**src/rtl/mem_wb_forward_source_pkg.sv**
```systemverilog
// Shared types and constants for the EX/MEM and MEM/WB forwarding source.
// Latency: n/a (package only).
// Backpressure: n/a (package only).
package mem_wb_forward_source_pkg;

    // Opcodes that select a data-memory access
    localparam logic [6:0] OP_MEMORY_LOAD  = 7'b0000011;
    localparam logic [6:0] OP_MEMORY_STORE = 7'b0100011;

    // Memory access sequencer states
    typedef enum logic {
        IDLE = 1'b0,
        WAIT = 1'b1
    } mem_state_t;

    // EX/MEM pipeline register contents
    typedef struct packed {
        logic [4:0]  rd;
        logic        regwrite;
        logic        memtoreg;
        logic        store;
        logic [31:0] alu_result;
        logic [31:0] store_data;
    } ex_mem_t;

    // MEM/WB pipeline register contents
    typedef struct packed {
        logic [4:0]  rd;
        logic        regwrite;
        logic [31:0] result;
    } mem_wb_t;

    // x0 is hardwired to zero, so it is never a legal writeback target
    function automatic logic rd_writable(input logic [4:0] rd);
        return rd != 5'd0;
    endfunction

endpackage

```
**src/rtl/mem_access_fsm.sv**
```systemverilog
// Sequences one data-memory access through a ready handshake with a bounded wait.
// Latency: completes in the cycle mem_ready is seen, or after MAX_WAIT wait cycles at most.
// Backpressure: mem_stall freezes the pipe while an access is outstanding and not yet done.
module mem_access_fsm
    import mem_wb_forward_source_pkg::*;
#(
    parameter int MAX_WAIT = 16
) (
    input  logic clk,
    input  logic rst,
    input  logic mem_req,
    input  logic mem_ready,
    output logic mem_stall,
    output logic timeout_fire,
    output logic mem_timeout
);

    localparam int CW = $clog2(MAX_WAIT + 1);
    localparam logic [CW-1:0] MAX_CNT = CW'(MAX_WAIT);

    mem_state_t    state_q;
    logic [CW-1:0] wait_cnt_q;

    // An access that has waited MAX_WAIT cycles is abandoned and treated as complete
    always_comb begin
        timeout_fire = 1'b0;
        if (state_q == WAIT && mem_req && !mem_ready && wait_cnt_q == MAX_CNT) begin
            timeout_fire = 1'b1;
        end
    end

    assign mem_stall = mem_req & ~mem_ready & ~timeout_fire;

    // State, wait counter and sticky timeout flag
    always_ff @(posedge clk or posedge rst) begin
        if (rst) begin
            state_q     <= IDLE;
            wait_cnt_q  <= '0;
            mem_timeout <= 1'b0;
        end else begin
            case (state_q)
                IDLE: begin
                    if (mem_req && !mem_ready) begin
                        state_q    <= WAIT;
                        wait_cnt_q <= CW'(1);
                    end
                end
                WAIT: begin
                    if (!mem_req || mem_ready) begin
                        // Completed (or nothing left to wait for): back to idle
                        state_q    <= IDLE;
                        wait_cnt_q <= '0;
                    end else if (timeout_fire) begin
                        state_q     <= IDLE;
                        wait_cnt_q  <= '0;
                        mem_timeout <= 1'b1;
                    end else begin
                        wait_cnt_q <= wait_cnt_q + 1'b1;
                    end
                end
                default: begin
                    state_q    <= IDLE;
                    wait_cnt_q <= '0;
                end
            endcase
        end
    end

endmodule

```
**src/rtl/mem_wb_forward_source.sv**
```systemverilog
// Owns the EX/MEM and MEM/WB registers that feed the EX forwarding/hazard checker.
// Latency: EX->EX_MEM 1 cycle, EX_MEM->MEM_WB 1 cycle with a zero-wait memory.
// Backpressure: mem_stall holds both registers; EX_stall inserts a bubble into EX_MEM.
module mem_wb_forward_source
    import mem_wb_forward_source_pkg::*;
#(
    parameter int MAX_WAIT = 16
) (
    input  logic        clk,
    input  logic        rst,
    input  logic        EX_valid,
    input  logic [6:0]  EX_opcode,
    input  logic [4:0]  EX_rd,
    input  logic        EX_regwrite,
    input  logic [31:0] EX_ALU_result,
    input  logic [31:0] EX_store_data,
    input  logic        EX_stall,
    input  logic        mem_ready,
    input  logic [31:0] mem_rdata,
    output logic        mem_req,
    output logic        mem_we,
    output logic [31:0] mem_addr,
    output logic [31:0] mem_wdata,
    output logic        mem_stall,
    output logic        mem_timeout,
    output logic [4:0]  EX_MEM_rd,
    output logic        EX_MEM_regwrite,
    output logic        EX_MEM_memtoreg,
    output logic [31:0] EX_MEM_ALU_result,
    output logic [4:0]  MEM_WB_rd,
    output logic        MEM_WB_regwrite,
    output logic [31:0] MEM_WB_result
);

    ex_mem_t ex_mem_d, ex_mem_q;
    mem_wb_t mem_wb_d, mem_wb_q;
    logic    timeout_fire;
    logic    is_load, is_store;

    // Decode the EX instruction; a stalled or invalid slot becomes a bubble
    always_comb begin
        ex_mem_d = '0;
        is_load  = (EX_opcode == OP_MEMORY_LOAD);
        is_store = (EX_opcode == OP_MEMORY_STORE);
        if (EX_valid && !EX_stall) begin
            ex_mem_d.rd         = EX_rd;
            ex_mem_d.memtoreg   = is_load;
            ex_mem_d.store      = is_store;
            ex_mem_d.regwrite   = EX_regwrite & ~is_store & rd_writable(EX_rd);
            ex_mem_d.alu_result = EX_ALU_result;
            ex_mem_d.store_data = EX_store_data;
        end
    end

    // EX/MEM register; holds while a memory access is outstanding
    always_ff @(posedge clk or posedge rst) begin
        if (rst) begin
            ex_mem_q <= '0;
        end else if (!mem_stall) begin
            ex_mem_q <= ex_mem_d;
        end
    end

    // Writeback value: load data (zero if the access was abandoned) or ALU result
    always_comb begin
        mem_wb_d          = '0;
        mem_wb_d.rd       = ex_mem_q.rd;
        mem_wb_d.regwrite = ex_mem_q.regwrite;
        if (ex_mem_q.memtoreg) begin
            mem_wb_d.result = timeout_fire ? 32'd0 : mem_rdata;
        end else begin
            mem_wb_d.result = ex_mem_q.alu_result;
        end
    end

    // MEM/WB register; holding it re-presents the same write, which is harmless
    always_ff @(posedge clk or posedge rst) begin
        if (rst) begin
            mem_wb_q <= '0;
        end else if (!mem_stall) begin
            mem_wb_q <= mem_wb_d;
        end
    end

    // Memory interface is driven straight from EX/MEM so it stays stable while waiting
    assign mem_req   = ex_mem_q.memtoreg | ex_mem_q.store;
    assign mem_we    = ex_mem_q.store;
    assign mem_addr  = ex_mem_q.alu_result;
    assign mem_wdata = ex_mem_q.store_data;

    mem_access_fsm #(
        .MAX_WAIT (MAX_WAIT)
    ) u_mem_access_fsm (
        .clk          (clk),
        .rst          (rst),
        .mem_req      (mem_req),
        .mem_ready    (mem_ready),
        .mem_stall    (mem_stall),
        .timeout_fire (timeout_fire),
        .mem_timeout  (mem_timeout)
    );

    assign EX_MEM_rd         = ex_mem_q.rd;
    assign EX_MEM_regwrite   = ex_mem_q.regwrite;
    assign EX_MEM_memtoreg   = ex_mem_q.memtoreg;
    assign EX_MEM_ALU_result = ex_mem_q.alu_result;
    assign MEM_WB_rd         = mem_wb_q.rd;
    assign MEM_WB_regwrite   = mem_wb_q.regwrite;
    assign MEM_WB_result     = mem_wb_q.result;

endmodule

```
**config.mk**
```make
export PLATFORM = sky130hd
export DESIGN_NAME = mem_wb_forward_source
export DESIGN_NICKNAME = d
export VERILOG_FILES = /design/src/rtl/mem_wb_forward_source_pkg.sv /design/src/rtl/mem_access_fsm.sv /design/src/rtl/mem_wb_forward_source.sv
export SDC_FILE = /design/constraint.sdc
export NUM_CORES = 1
export LEC_CHECK = 0
export BUFFER_PORTS_ARGS = -buffer_cell sky130_fd_sc_hd__buf_2
export CORE_MARGIN = 8
export CORE_UTILIZATION = 40
export CTS_BUF_LIST = sky130_fd_sc_hd__clkbuf_4 sky130_fd_sc_hd__clkbuf_8 sky130_fd_sc_hd__clkbuf_16
export CTS_CLUSTER_DIAMETER = 80
export DETAILED_ROUTE_END_ITERATION = 10
export MAX_ROUTING_LAYER = met4
export PLACE_DENSITY = 0.81
export SLEW_MARGIN = 20
export SYNTH_ARGS = -nofsm -noshare
export SYNTH_HDL_FRONTEND = slang
export SYNTH_SLANG_ARGS = --single-unit
```
**constraint.sdc**
```tcl
create_clock -name clk -period 4 [get_ports clk]
set_input_delay 0.4 -clock clk [delete_from_list [all_inputs] [get_ports clk]]
set_output_delay 0.4 -clock clk [all_outputs]
set_load 0.05 [all_outputs]
```
# Word level (Yosys, flattened, before mapping)
# Index checks and enable logic that the tools add are counted.
[word_totals] wordCells=50 regBits=117 input_bits=114
[op_classes] eq_ne=4 n_bitwise=10 muxes=12 addsub=1 reduce_logical=11
[op_table] cell="2-to-1 mux 72 bit" n=1
[op_table] cell="2-to-1 mux 32 bit" n=2
[op_table] cell="2-to-1 mux 5 bit" n=3
[op_table] cell="one-hot mux 5 bit (2 select lines)" n=1
[op_table] cell="== test 7 x 2 -> 1 bit, second input constant" n=1
[op_table] cell="== test 7 x 6 -> 1 bit, second input constant" n=1
[op_table] cell="adder 5 x 1 -> 5 bit, second input constant" n=1
[op_table] cell="== test 5 bit, second input constant" n=1
[op_table] cell="logical AND 1 bit" n=5
[op_table] cell="NOT 1 bit" n=5
[op_table] cell="nonzero test 5 bit" n=1
[op_table] cell="bitwise AND 1 bit" n=4
[op_table] cell="2-to-1 mux 1 bit" n=4
[op_table] cell="logical NOT 1 bit" n=3
[op_table] cell="AND reduction 3 bit" n=1
[op_table] cell="!= test 2 x 1 -> 1 bit, second input constant" n=1
[op_table] cell="one-hot mux 1 bit (2 select lines)" n=1
[op_table] cell="logical OR 1 bit" n=1
[op_table] cell="OR 1 bit" n=1

# Logic depth before layout (Yosys ltp)
[depth] word_depth=8 ltp_mapped=9

# Hierarchy
# A second synthesis with hierarchy kept.
[unflattened] cells_unflattened=429 area_unflattened_um2=4981.0
[by_module_without_submodules] mod="mem_wb_forward_source" cells_each=393 instances=1 area_each_um2=4588.2 seq_area_each_um2=2752.6
[by_module_without_submodules] mod="mem_access_fsm" cells_each=36 instances=1 area_each_um2=392.9 seq_area_each_um2=175.2

# Least setup slack after synthesis
# Ideal clock, no wire load.
[synth_path] kind="register to output" startpoint="register ex_mem_q, in the netlist EX_MEM_memtoreg" endpoint="output mem_stall" slack_ns=1.861 t_arrival_ns=1.739 stages_incl_launch_ff=6 n_path_buf=3 required_ns=3.600 path_cell_list="dfrtp_1 > o21ba_2 > o41a_1 > buf_2 > buf_6 > buf_2"
[synth_between] elab_chain_len=7
[synth_lines] item="start, declared" line_no="mem_wb_forward_source.sv:35" text="ex_mem_t ex_mem_d, ex_mem_q;"
[synth_lines] item="start signal, assigned" line_no="mem_wb_forward_source.sv:60" text="ex_mem_q <= ex_mem_d;"
[synth_lines] item="OR 1 bit (*)" line_no="mem_wb_forward_source.sv:86" text="assign mem_req = ex_mem_q.memtoreg | ex_mem_q.store;"
[synth_lines] item="logical AND 1 bit (3 in series)" line_no="mem_access_fsm.sv:27" text="if (state_q == WAIT && mem_req && !mem_ready && wait_cnt_q == MAX_CNT) begin"
[synth_lines] item="2-to-1 mux 1 bit" line_no="mem_access_fsm.sv:27"
[synth_lines] item="NOT 1 bit" line_no="mem_access_fsm.sv:32" text="assign mem_stall = mem_req & ~mem_ready & ~timeout_fire;"
[synth_lines] item="bitwise AND 1 bit (*)" line_no="mem_access_fsm.sv:32"
[synth_lines] item="end, declared" line_no="mem_wb_forward_source.sv:24" text="output logic mem_stall,"
# Every way passes the cells marked *; elsewhere a longest branch is shown, timed or not.

# Worst setup path after layout
# Same ends and word-level chain as after synthesis.

==> impl_metrics.yaml <==
sta:
  worst_pin_slew_ps: 825
  finalHoldViolations: 0
  slew_viol_final: 0
  max_slew_margin_pct: 45.0
  rsz0062_at_grt: "false"
  hold_ws_ps: 157
  setup_viol: 0
  period_minus_slack_ps: 2810
  post-route-period-util_pct: 70.2
  fin_tns_setup_ps: 0
  fmax_mhz: 356
  clock_skew_ps: 12.1
synthesis:
  synth_edf_count: 0
  yosysSeqAreaShare_pct: 56.9
  yosys_warnings: 0
  synthTopCellsByArea: "dfrtp_1, nand2_1, o21ai_0, a221o_1, buf_4"
  ys_types: 33
  synth_top_area_share_pct: 56.9
  syn_inst: 516
  syn-num-nets: 632
  synth_area_sq_um: 5150
  ys_ff_latch: 117
  avgSynthCellArea_sq_um: 9.97
  synthArstFlopShare_pct: 100
  synth_top_area_cell: "dfrtp_1"
  ys.flop_type: "dfrtp_1"
power_and_ir_drop:
  p_per_area_nw_per_um2: 461
  p_leak_nw: 3.80
  vdd_drop_max_uv: 222
clock_tree:
  cts_made_buffers: 17
  cts_setup_buffers: 0
  clockBufferDepth: 2
  path_clk_slew_ps: 50
  worstSkewPairLatency_ps: 410
  root_buffer: "clkbuf_16"
  cts_hold_buf: 0
  cts_tree: "yes"
  cts.sinks: 117
  htreeDepth: 4
  cts_resized: 0
final_layout:
  drive_above_1_share_pct: 42.2
  syn2layout_area_growth_pct: 33.2
  fillerInstances: 1127
  num-nets-final: 842
placement:
  routabilityCongestion: 0.780
  hpwlAfterDp_mm: 11.2
  port_buffers: 258
critical_path:
  crit_path_top_delay_cell: "o41a_2"
  setup.worst_path.start_class: "flop"
  slowest_delay_ps: 720
  crit_family: "compound AO/OA/AOI/OAI gates"
  crit_buf_inv: 2
  required_ps: 3600
  cp.arrival_ps: 2410
  cp_max_fo: 41
  path_cells: "buf_4, o21ba_2, o41a_2, buf_2"
  critPathKind: "flop to output port"
  endpoint_kind: "output port"
global_routing:
  first_global_vias: 4472
  grt_pass1_wl_mm: 23.5
  antenna_found_initial: 1
  grt_start_max_net_pins: 71
  overflow: 0
  grtUsageTotal_pct: 18.5
drt:
  drtIter0Drc: 326
  vias: 4491
  drt_wl_total_mm: 15.3
  vias_per_cell: 4.92
  ant_nets: 0
  drc_errors: 0
  first_pass_iters: 5
  wl_per_cell_microns: 16.8
floorplanning:
  die_x_microns: 129
  die_height_microns: 129
  die-area_sq_um: 16800
  io_pins: 259
  initial_core_util_pct: 40.9
  core_area_sq_um: 12600
  rows: 41
run_status:
  outcome: "completed"
job:
  maxCapViolCount: 0
worst_hold_path:
  worstHoldPathType: "primary input to asynchronous set/reset pin"
[worst reg2reg max path, cell delays in order, from the launching register on]
cell and delay (ps):
dfrtp_1 320, buf_4 310, o21ba_2 250, o41a_2 720
buf_4 560, o21ai_0 210
[per-stage QoR]
step	power, mW	setup slack [ps]	cell area, sq um	utilization [%]	std cells
after floorplan	1.58	499	5150	-	516
after global placement	1.70	1390	6270	49.9	879
after detailed placement	1.71	1300	6270	49.9	879
after CTS	3.20	1120	6850	54.5	911
after global routing	3.29	995	6850	54.5	912
final	3.16	1190	6850	54.5	912
[layout by cell type (no fill, tap or decap), types with 2 or more instances in the layout]
cell type  instances
clkinv_2           7
o21ai_1            2
clkbuf_16         17
clkbuf_4           2
nand4_1            2
nand2b_1           3
a31oi_1            3
o22ai_1            3
clkbuf_8           3
nor2_1             2
buf_4              8
nor4_1             2
a221o_1           32
mux2_2             6
o21ai_0           68
and3_1            32
nand3_1            2
nand2_1          143
inv_1              6
ha_1               2
bufinv_16          2
dfrtp_1          117
buf_2            258
[state kept, by name, indices dropped and copies added (netlist names)]
register                      count
MEM_WB_result                    32
EX_MEM_regwrite                   1
u_mem_access_fsm.mem_timeout      1
EX_MEM_rd                         5
mem_wdata                        32
u_mem_access_fsm.wait_cnt_q       5
MEM_WB_rd                         5
MEM_WB_regwrite                   1
mem_we                            1
EX_MEM_ALU_result                32
EX_MEM_memtoreg                   1
u_mem_access_fsm.state_q          1
[per-layer routing]
metal | wire length, microns | vias up | share of wire (%) | track usage (%)
li1 | - | 2170 | - | -
met1 | 6310 | 2115 | 41 | 21.3
met2 | 7510 | 187 | 49 | 30.2
met3 | 1240 | 19 | 8.1 | 5.38
met4 | 233 | 0 | 1.5 | 6.97
met5 | 0 | - | 0 | -
[path summary, 6_finish.rpt]
check,from,endpoint,slack (ps),depth (start not counted)
max,EX_MEM_memtoreg$_DFFE_PP0N_,mem_stall,1190,4
min,rst,mem_wdata[23]$_DFFE_PP0N_,160,2
max reg2reg,EX_MEM_memtoreg$_DFFE_PP0N_,EX_MEM_ALU_result[22]$_DFFE_PP0N_,1480,5
min reg2reg,u_mem_access_fsm.mem_timeout$_DFFE_PP0P_,u_mem_access_fsm.mem_timeout$_DFFE_PP0P_,450,1
max in group asynchronous,rst,u_mem_access_fsm.state_q$_DFF_PP0_,2960,3
min in group clk,EX_opcode[5],EX_MEM_memtoreg$_DFFE_PP0N_,220,2
[cell usage after synthesis, types with 3 or more instances]
library cell	instances
clkbuf_1	20
nand2b_1	3
o22ai_1	3
a31oi_1	3
dfrtp_1	117
and3_1	32
inv_1	7
mux2_2	6
nand2_1	143
a221o_1	32
buf_2	13
buf_4	39
buf_6	4
o21ai_0	68
[final cells by class]
| type | instances | area [sq um] | share of cell area [%] |
|---|---|---|---|
| clock buffers | 22 | 482 | 7.03 |
| repair buffers | 267 | 1370 | 20.0 |
| inverters | 7 | 28.8 | 0.420 |
| clock inverters | 10 | 104 | 1.52 |
| diodes | 1 | 2.50 | 0.0365 |
| well taps | 172 | 215 | 3.14 |
| multi-input cells | 316 | 1720 | 25.1 |
| flip-flops and latches | 117 | 2930 | 42.7 |
[power breakdown]
part / internal (mW) / switching [mW]
combinational: 0.107 / 0.307
sequential: 1.23 / 0.0372
clock: 0.972 / 0.503
total: 2.31 / 0.847
[cell families after synthesis]
group / after synthesis / share of synthesized area, %
and+or+nand+nor: 191 / 16.1
muxes: 6 / 1.31
adders and majority gates: 2 / 0.486
DFF: 117 / 56.9
AOI/OAI and AO/OA: 117 / 15.4
buffers and inverters: 83 / 9.80
(Power assumes the default switching activity.)
